==> src/rtl/modn_counter_7seg.sv <==
// modn_counter_7seg: modulo-N up/down counter with prescaler, load and registered 2-digit 7-seg driver
module modn_counter_7seg #(
  parameter int MOD = 12,
  parameter int PRESCALE = 1,
  parameter bit SEG_ACTIVE_LOW = 1,
  parameter bit BLANK_LZ = 0
) (
  input  logic       clk,
  input  logic       reset_n,
  input  logic       en,
  input  logic       up_dn,
  input  logic       load,
  input  logic [6:0] load_val,
  output logic [6:0] count,
  output logic       wrap,
  output logic [7:0] led,
  output logic [6:0] lseg,
  output logic [6:0] hseg
);
  localparam int PW = $clog2(PRESCALE + 1);
  localparam logic [6:0] TOP = 7'(MOD - 1);
  localparam logic [PW-1:0] PTOP = PW'(PRESCALE - 1);
  localparam logic [6:0] INV = SEG_ACTIVE_LOW ? 7'h7F : 7'h00;

  function automatic logic [6:0] enc(input logic [6:0] d);
    case (d)
      7'd0: enc = 7'h3F;
      7'd1: enc = 7'h06;
      7'd2: enc = 7'h5B;
      7'd3: enc = 7'h4F;
      7'd4: enc = 7'h66;
      7'd5: enc = 7'h6D;
      7'd6: enc = 7'h7D;
      7'd7: enc = 7'h07;
      7'd8: enc = 7'h7F;
      default: enc = 7'h6F;
    endcase
  endfunction

  logic [PW-1:0] pre;
  logic          step;
  logic [6:0]    tens, ones, lseg_d, hseg_d;

  always_comb begin
    step = en & (pre == PTOP);
    tens = count / 7'd10;
    ones = count % 7'd10;
    lseg_d = enc(ones) ^ INV;
    hseg_d = (BLANK_LZ && tens == 7'd0) ? INV : enc(tens) ^ INV;
  end

  assign led = {wrap, count};

  always_ff @(posedge clk or negedge reset_n) begin
    if (!reset_n) begin
      count <= '0;
      wrap  <= 1'b0;
      pre   <= '0;
      lseg  <= enc(7'd0) ^ INV;
      hseg  <= BLANK_LZ ? INV : enc(7'd0) ^ INV;
    end else begin
      lseg <= lseg_d;
      hseg <= hseg_d;
      if (load) begin
        count <= (load_val > TOP) ? TOP : load_val;
        pre   <= '0;
        wrap  <= 1'b0;
      end else if (step) begin
        pre   <= '0;
        wrap  <= up_dn ? (count == TOP) : (count == 7'd0);
        count <= up_dn ? ((count == TOP) ? 7'd0 : count + 7'd1)
                       : ((count == 7'd0) ? TOP : count - 7'd1);
      end else begin
        pre  <= en ? pre + 1'b1 : pre;
        wrap <= 1'b0;
      end
    end
  end
endmodule
==> config.mk <==
export PLATFORM = sky130hd
export DESIGN_NAME = modn_counter_7seg
export DESIGN_NICKNAME = d
export VERILOG_FILES = /design/src/rtl/modn_counter_7seg.sv
export SDC_FILE = /design/constraint.sdc
export NUM_CORES = 1
export LEC_CHECK = 0
export BUFFER_PORTS_ARGS = -buffer_cell sky130_fd_sc_hd__buf_2
export CAP_MARGIN = 20
export CORE_UTILIZATION = 30
export CTS_BUF_LIST = sky130_fd_sc_hd__clkbuf_16
export CTS_CLUSTER_SIZE = 12
export DETAILED_ROUTE_END_ITERATION = 6
export GPL_TIMING_DRIVEN = 0
export PLACE_DENSITY = 0.53
export SLEW_MARGIN = 40
export SYNTH_ARGS = -nofsm -noshare
export SYNTH_HDL_FRONTEND = slang
export SYNTH_SLANG_ARGS = --single-unit
==> constraint.sdc <==
create_clock -name clk -period 2.7 [get_ports clk]
set_input_delay 0.135 -clock clk [delete_from_list [all_inputs] [get_ports clk]]
set_output_delay 0.135 -clock clk [all_outputs]
set_load 0.01 [all_outputs]
# Word-level counts from Yosys, hierarchy flattened
# Memories as Yosys holds them, arrays and structs flattened.
# Cells that the tools add are included.
# word_totals
reg_bits	23
latch_bits	0
ram_bits	0
rom_bits	224
inputBits	12
out_inout_bits	30
wordCells	37
mem_count	2
# classes
add_sub_neg	3
mul	0
div	2
order_cmp	1
eq_ne	1
shift	0
mux	14
bitwise_logic	4
reduce_logical	5
# mem_list
name	words	width	read_ports	rd_ports_with_merged_regs	wr	line	text
(no name shown)	16	7	1	0	0	26	case (d)
(no name shown)	16	7	1	0	0	26	
# ops
operator	n
7-bit 2-to-1 mux	8
7-bit NOT	2
7-bit by 1-bit adder with 7-bit output (second input constant)	1
7-bit by 4-bit divider with 7-bit output (second input constant)	1
7-bit by 4-bit == test with 1-bit output (second input constant)	1
7-bit by 4-bit > comparator with 1-bit output (second input constant)	1
7-bit logical NOT	1
7-bit by 4-bit modulo with 7-bit output (second input constant)	1
7-bit by 1-bit subtractor with 7-bit output (second input constant)	1
3-bit logical NOT	2
1-bit 2-to-1 mux	6
3-bit nonzero test	1
2-bit nonzero test	1
1-bit adder (second input constant)	1
1-bit bitwise AND	1
1-bit NOT	1

# Longest topological paths before layout
# depth
word_depth	5
depth_mapped	15
ltp_nobuf	13

# Least setup slack after synthesis
# Ideal clock, no wire load.
# synth_path
kind	flip-flop to flip-flop
startpoint	reg count[0]
endpoint	reg lseg[4]
setup_ns	0.121
arrival_time_ns	2.802
t_required_ns	2.579
slack_ns	-0.223
path_stages_with_launch	13
path_buffers	1
period_less_slack_ns	2.923
cell_sequence	dfrtp_1 clkbuf_1 inv_1 ha_1 or2_4 a2111oi_4 a31oi_2 nor3b_4 xnor2_1 ha_1 nand2_1 o211ai_1 nand2_1
# synth_between
elab_chain_cells	4
# synth_lines
item	line	text
from (decl)	14	output logic [6:0] count,
from (signal assigned)	65	count <= (load_val > TOP) ? TOP : load_val;
from (signal assigned)	71	count <= up_dn ? ((count == TOP) ? 7'd0 : count + 7'd1)
7-bit by 4-bit modulo with 7-bit output *	47	ones = count % 7'd10;
memory read 16 x 7 bit / 3-bit logical NOT (equally long branches)	--	
7-bit 2-to-1 mux *	26	
7-bit NOT (no source line) *	--	
net lseg_d[4]	42	logic [6:0] tens, ones, lseg_d, hseg_d;
to (signal assigned)	59	lseg <= enc(7'd0) ^ INV;
to (signal assigned)	62	lseg <= lseg_d;
to (decl)	17	output logic [6:0] lseg,
# The timed path passes the listed nets; every way through them passes the cells marked *.
# A chain may end at the register's enable or synchronous reset.

# Final worst setup path
# layout_path
startpoint	reg count[3]
endpoint	reg lseg[4]
# The elaborated chain is that of the path after synthesis.

==> summary.txt <==
CTS
  – CTS tree: done
  – Clock Tree Buf Depth: 2
  – Clk slew on worst S/H paths: 0.07 ns
  – # clock sinks: 23
  – Worst-Skew Late Latency: 0.27 ns
  – Number of buffers created by CTS: 3
  – H-tree levels: 1
  – CTS root buffer: clkbuf_16

Critical path
  – Crit-path max cell delay: 0.47 ns
  – Crit path max fanout: 10
  – Setup Crit Path Kind: reg2reg
  – Setup crit end kind: flop
  – Crit path cell chain: buf_6 > nor2b_4 > xnor2_2 > o31ai_4 > o21ba_4 > ha_4 > inv_2 > o221ai_2 > nor3b_4 > buf_6 > buf_4 > or4b_4 > o211ai_1 > nand2_1
  – R2r setup slk: -0.05 ns
  – Most used cell, CP: buf_6
  – Slowest CP cell: or4b_4
  – CP Data Arrival Time: 2.89 ns
  – Critical Path Source Type: flop
  – CP delay by family, top: simple AND/OR/NAND/NOR gates
  – WP data required: 2.85 ns
  – Buf/Inv on CP: 4

Synthesis
  – Yosys cell types: 68
  – Top area cells in the synthesized netlist: dfrtp_1 24%, ha_1 7.5%, nor2_1 4.8%, nand2_1 4.3%, buf_4 3.8%
  – Syn Nets: 292
  – Synth Area in Adders: 0.0749
  – Post-Syn Instances: 267
  – Largest family of logic cells by synthesized area: simple AND/OR/NAND/NOR gates
  – Top_reg_cell synth: dfrtp_1
  – Register bit count reported by yosys: 23
  – Post-Synth Simple-Gate Area: 0.274
  – Post-synthesis compound-gate area fraction: 0.262
  – Yosys top cell by area: dfrtp_1
  – Mux share of post-synthesis cell area: 0.0115
  – Ys Warns: 0
  – EDFF count, synth: 0
  – Fraction of registers with async set/reset: 1.00
  – Post-Synth XOR/XNOR Area: 0.0202
  – Post-synthesis instance area: 2170 um^2
  – Mean Syn Cell Area: 8.13 um^2
  – Top cell type's share of synthesized area: 0.242
  – Sequential area share after synthesis: 0.266

Floorplanning
  – Die width: 87.1 um
  – IO Pins: 42
  – Starting Density: 0.314
  – CORE AREA: 6910 um^2
  – DIE AREA: 7580 um^2
  – DIE HEIGHT: 87.1 um
  – Row cnt: 30

STA
  – Final Setup Violations: 2
  – Fin crit period: 2.75 ns
  – Fmax: 0.364 GHz
  – RSZ-0062 raised after global routing: true
  – Worst-Margin Slew: 0.562 ns
  – WHS: 0.0404 ns
  – Setup Skew: 0.00572 ns
  – Worst setup margin: -0.0462 ns
  – Hold Fails Final Rpt: 0
  – Count of pins over their slew limit: 0
  – Slew margin rel.: 0.625
  – Tcrit/Tclk final: 1.02

Finish
  – Layout area overhead: 36.3%
  – # fillers: 770
  – Layout cells sized above 1: 0.387
  – Fin nets: 367
  – Post-layout util: 0.428
  – Ant. Diodes: 0

Place
  – GPL Wtd Cong: 0.844
  – Port buffer count: 41
  – HPWL after detailed placement: 4350 um

Detailed routing
  – Initial DRC count: 124
  – WL final: 6170 um
  – Final ANT Viol Nets: 0
  – Vias: 2,258
  – Drt wl/cell: 14.1 um
  – Remaining DRCs: 0
  – Via density: 5.17
  – 1st-pass router iterations: 4

Global routing
  – Vias in the first global route: 2,038
  – Initial antenna violation count: 0
  – First-pass GRT wire length: 10,400 um
  – All-Layer GR Usage: 0.174
  – Pin count of the biggest net entering global routing: 24
  – Overflow after GRT: 0

Run status
  – Failing checks: negative setup slack
  – Status: finished with violations

Run
  – Maximum Capacitance Violations: 0

Pwr
  – Pleak: 1.32 nW
  – Maximum vdd ir drop: 0.247 mV
  – Pwr Density: 515 nW/um^2

Min path
  – Worst min-delay path category: in2reg
worst register-to-register path: stages, from the launching register on:
cell and delay [ns]:
dfrtp_2 0.44, buf_6 0.15, nor2b_4 0.18, xnor2_2 0.10, o31ai_4 0.16, o21ba_4 0.20, ha_4 0.16, inv_2 0.04
o221ai_2 0.09, nor3b_4 0.18, buf_6 0.14, buf_4 0.14, or4b_4 0.47, o211ai_1 0.11, nand2_1 0.07
what timing repair did:
item	4_1_cts	5_1_grt
resized for setup	14	11
hold endpoints to repair	21	0
endpoints found under the setup margin	14	10
hold buffers	1	0
pin swaps	2	8
setup buffers	16	12
state kept, by name (all words and copies together), names as in the netlist:
name,flops
count,7
hseg,7
lseg,7
pre,1
wrap,1
cells in the mapped netlist, types with 2 or more instances:
cell,count
nand2_1,25
o22ai_1,6
o31ai_1,3
clkbuf_1,11
nor3_1,11
dfstp_2,2
o22a_1,2
a21oi_1,10
a311oi_1,2
a32oi_1,2
nor3b_1,4
buf_4,11
or3b_1,3
dfrtp_1,21
o21a_1,2
o21ai_0,12
ha_1,13
and3b_1,3
nand2b_1,8
o21ba_1,2
o311ai_0,2
o32a_1,2
xnor2_1,4
inv_1,9
o211ai_1,3
nand3_1,8
buf_2,5
o21ai_1,4
a31oi_1,6
nand4_1,3
and3_1,2
nor2_1,28
nor2b_1,3
final timing paths:
| kind | from | to | depth (start not counted) |
|---|---|---|---|
| min in group asynchronous | reset_n | wrap | 2 |
| min reg2reg | pre | pre | 1 |
| max | count[3] | lseg[4] | 14 |
| min | en | pre | 2 |
| max in group asynchronous | reset_n | count[0] | 2 |
| max reg2reg | count[3] | lseg[4] | 14 |
through the flow:
step | instance area [um^2] | cells | total power [W] | setup slack (ns) | setup TNS, ns
floorplan | 2250 | 267 | 0.000891 | -0.0392 | -0.0673
global placement | 2570 | 404 | 0.00105 | -0.442 | -4.20
detailed placement | 2570 | 404 | 0.00106 | -0.493 | -4.78
CTS | 2830 | 425 | 0.00147 | -0.0672 | -0.0672
global route | 2960 | 437 | 0.00164 | -0.180 | -0.802
finish | 2960 | 437 | 0.00152 | -0.0462 | -0.0489
power by group:
group	leakage, nW	switching (W)	total [W]	internal, W
logic	1.00	0.000390	0.000754	0.000365
registers	0.279	0.0000197	0.000425	0.000405
clock network	0.0371	0.000143	0.000345	0.000202
per-layer routing:
metal	GRT usage	part of all wire
met1	0.245	0.48
met2	0.273	0.46
met3	0.0171	0.034
met4	0.0636	0.022
met5	0	0
cells in the final DEF, fill, tap and decap left out, drive strengths merged, types with 3 or more instances in the layout:
cell type / instances
xnor2: 4
o211ai: 3
o21ba: 3
nor2b: 4
nand4: 3
nor2: 28
or3b: 3
buf: 88
ha: 13
nand2: 25
dfrtp: 21
o31ai: 3
inv: 8
a31oi: 7
nand2b: 8
and3b: 3
o21ai: 16
a21oi: 10
o22ai: 6
nand3: 8
clkbuf: 13
nor3: 12
nor3b: 5
layout make-up:
cell class / count / area, um^2 / area share
inverter: 9 / 37.5 / 0.0127
multi-input combinational: 206 / 1510 / 0.509
tap: 96 / 120 / 0.0406
timing repair buffer: 70 / 429 / 0.145
clock buffer: 3 / 75.1 / 0.0254
sequential: 23 / 583 / 0.197
clock inverter: 1 / 7.51 / 0.00254
buffer: 29 / 199 / 0.0673
kinds of logic after synthesis:
family / after synthesis
AO/OA/AOI/OAI: 76
multiplexers: 2
AND/OR/NAND/NOR: 110
XOR/XNOR: 5
adder cells (fa/ha/maj): 13
flip-flops: 23
buffers and inverters: 38
(Power assumes the default switching activity.)
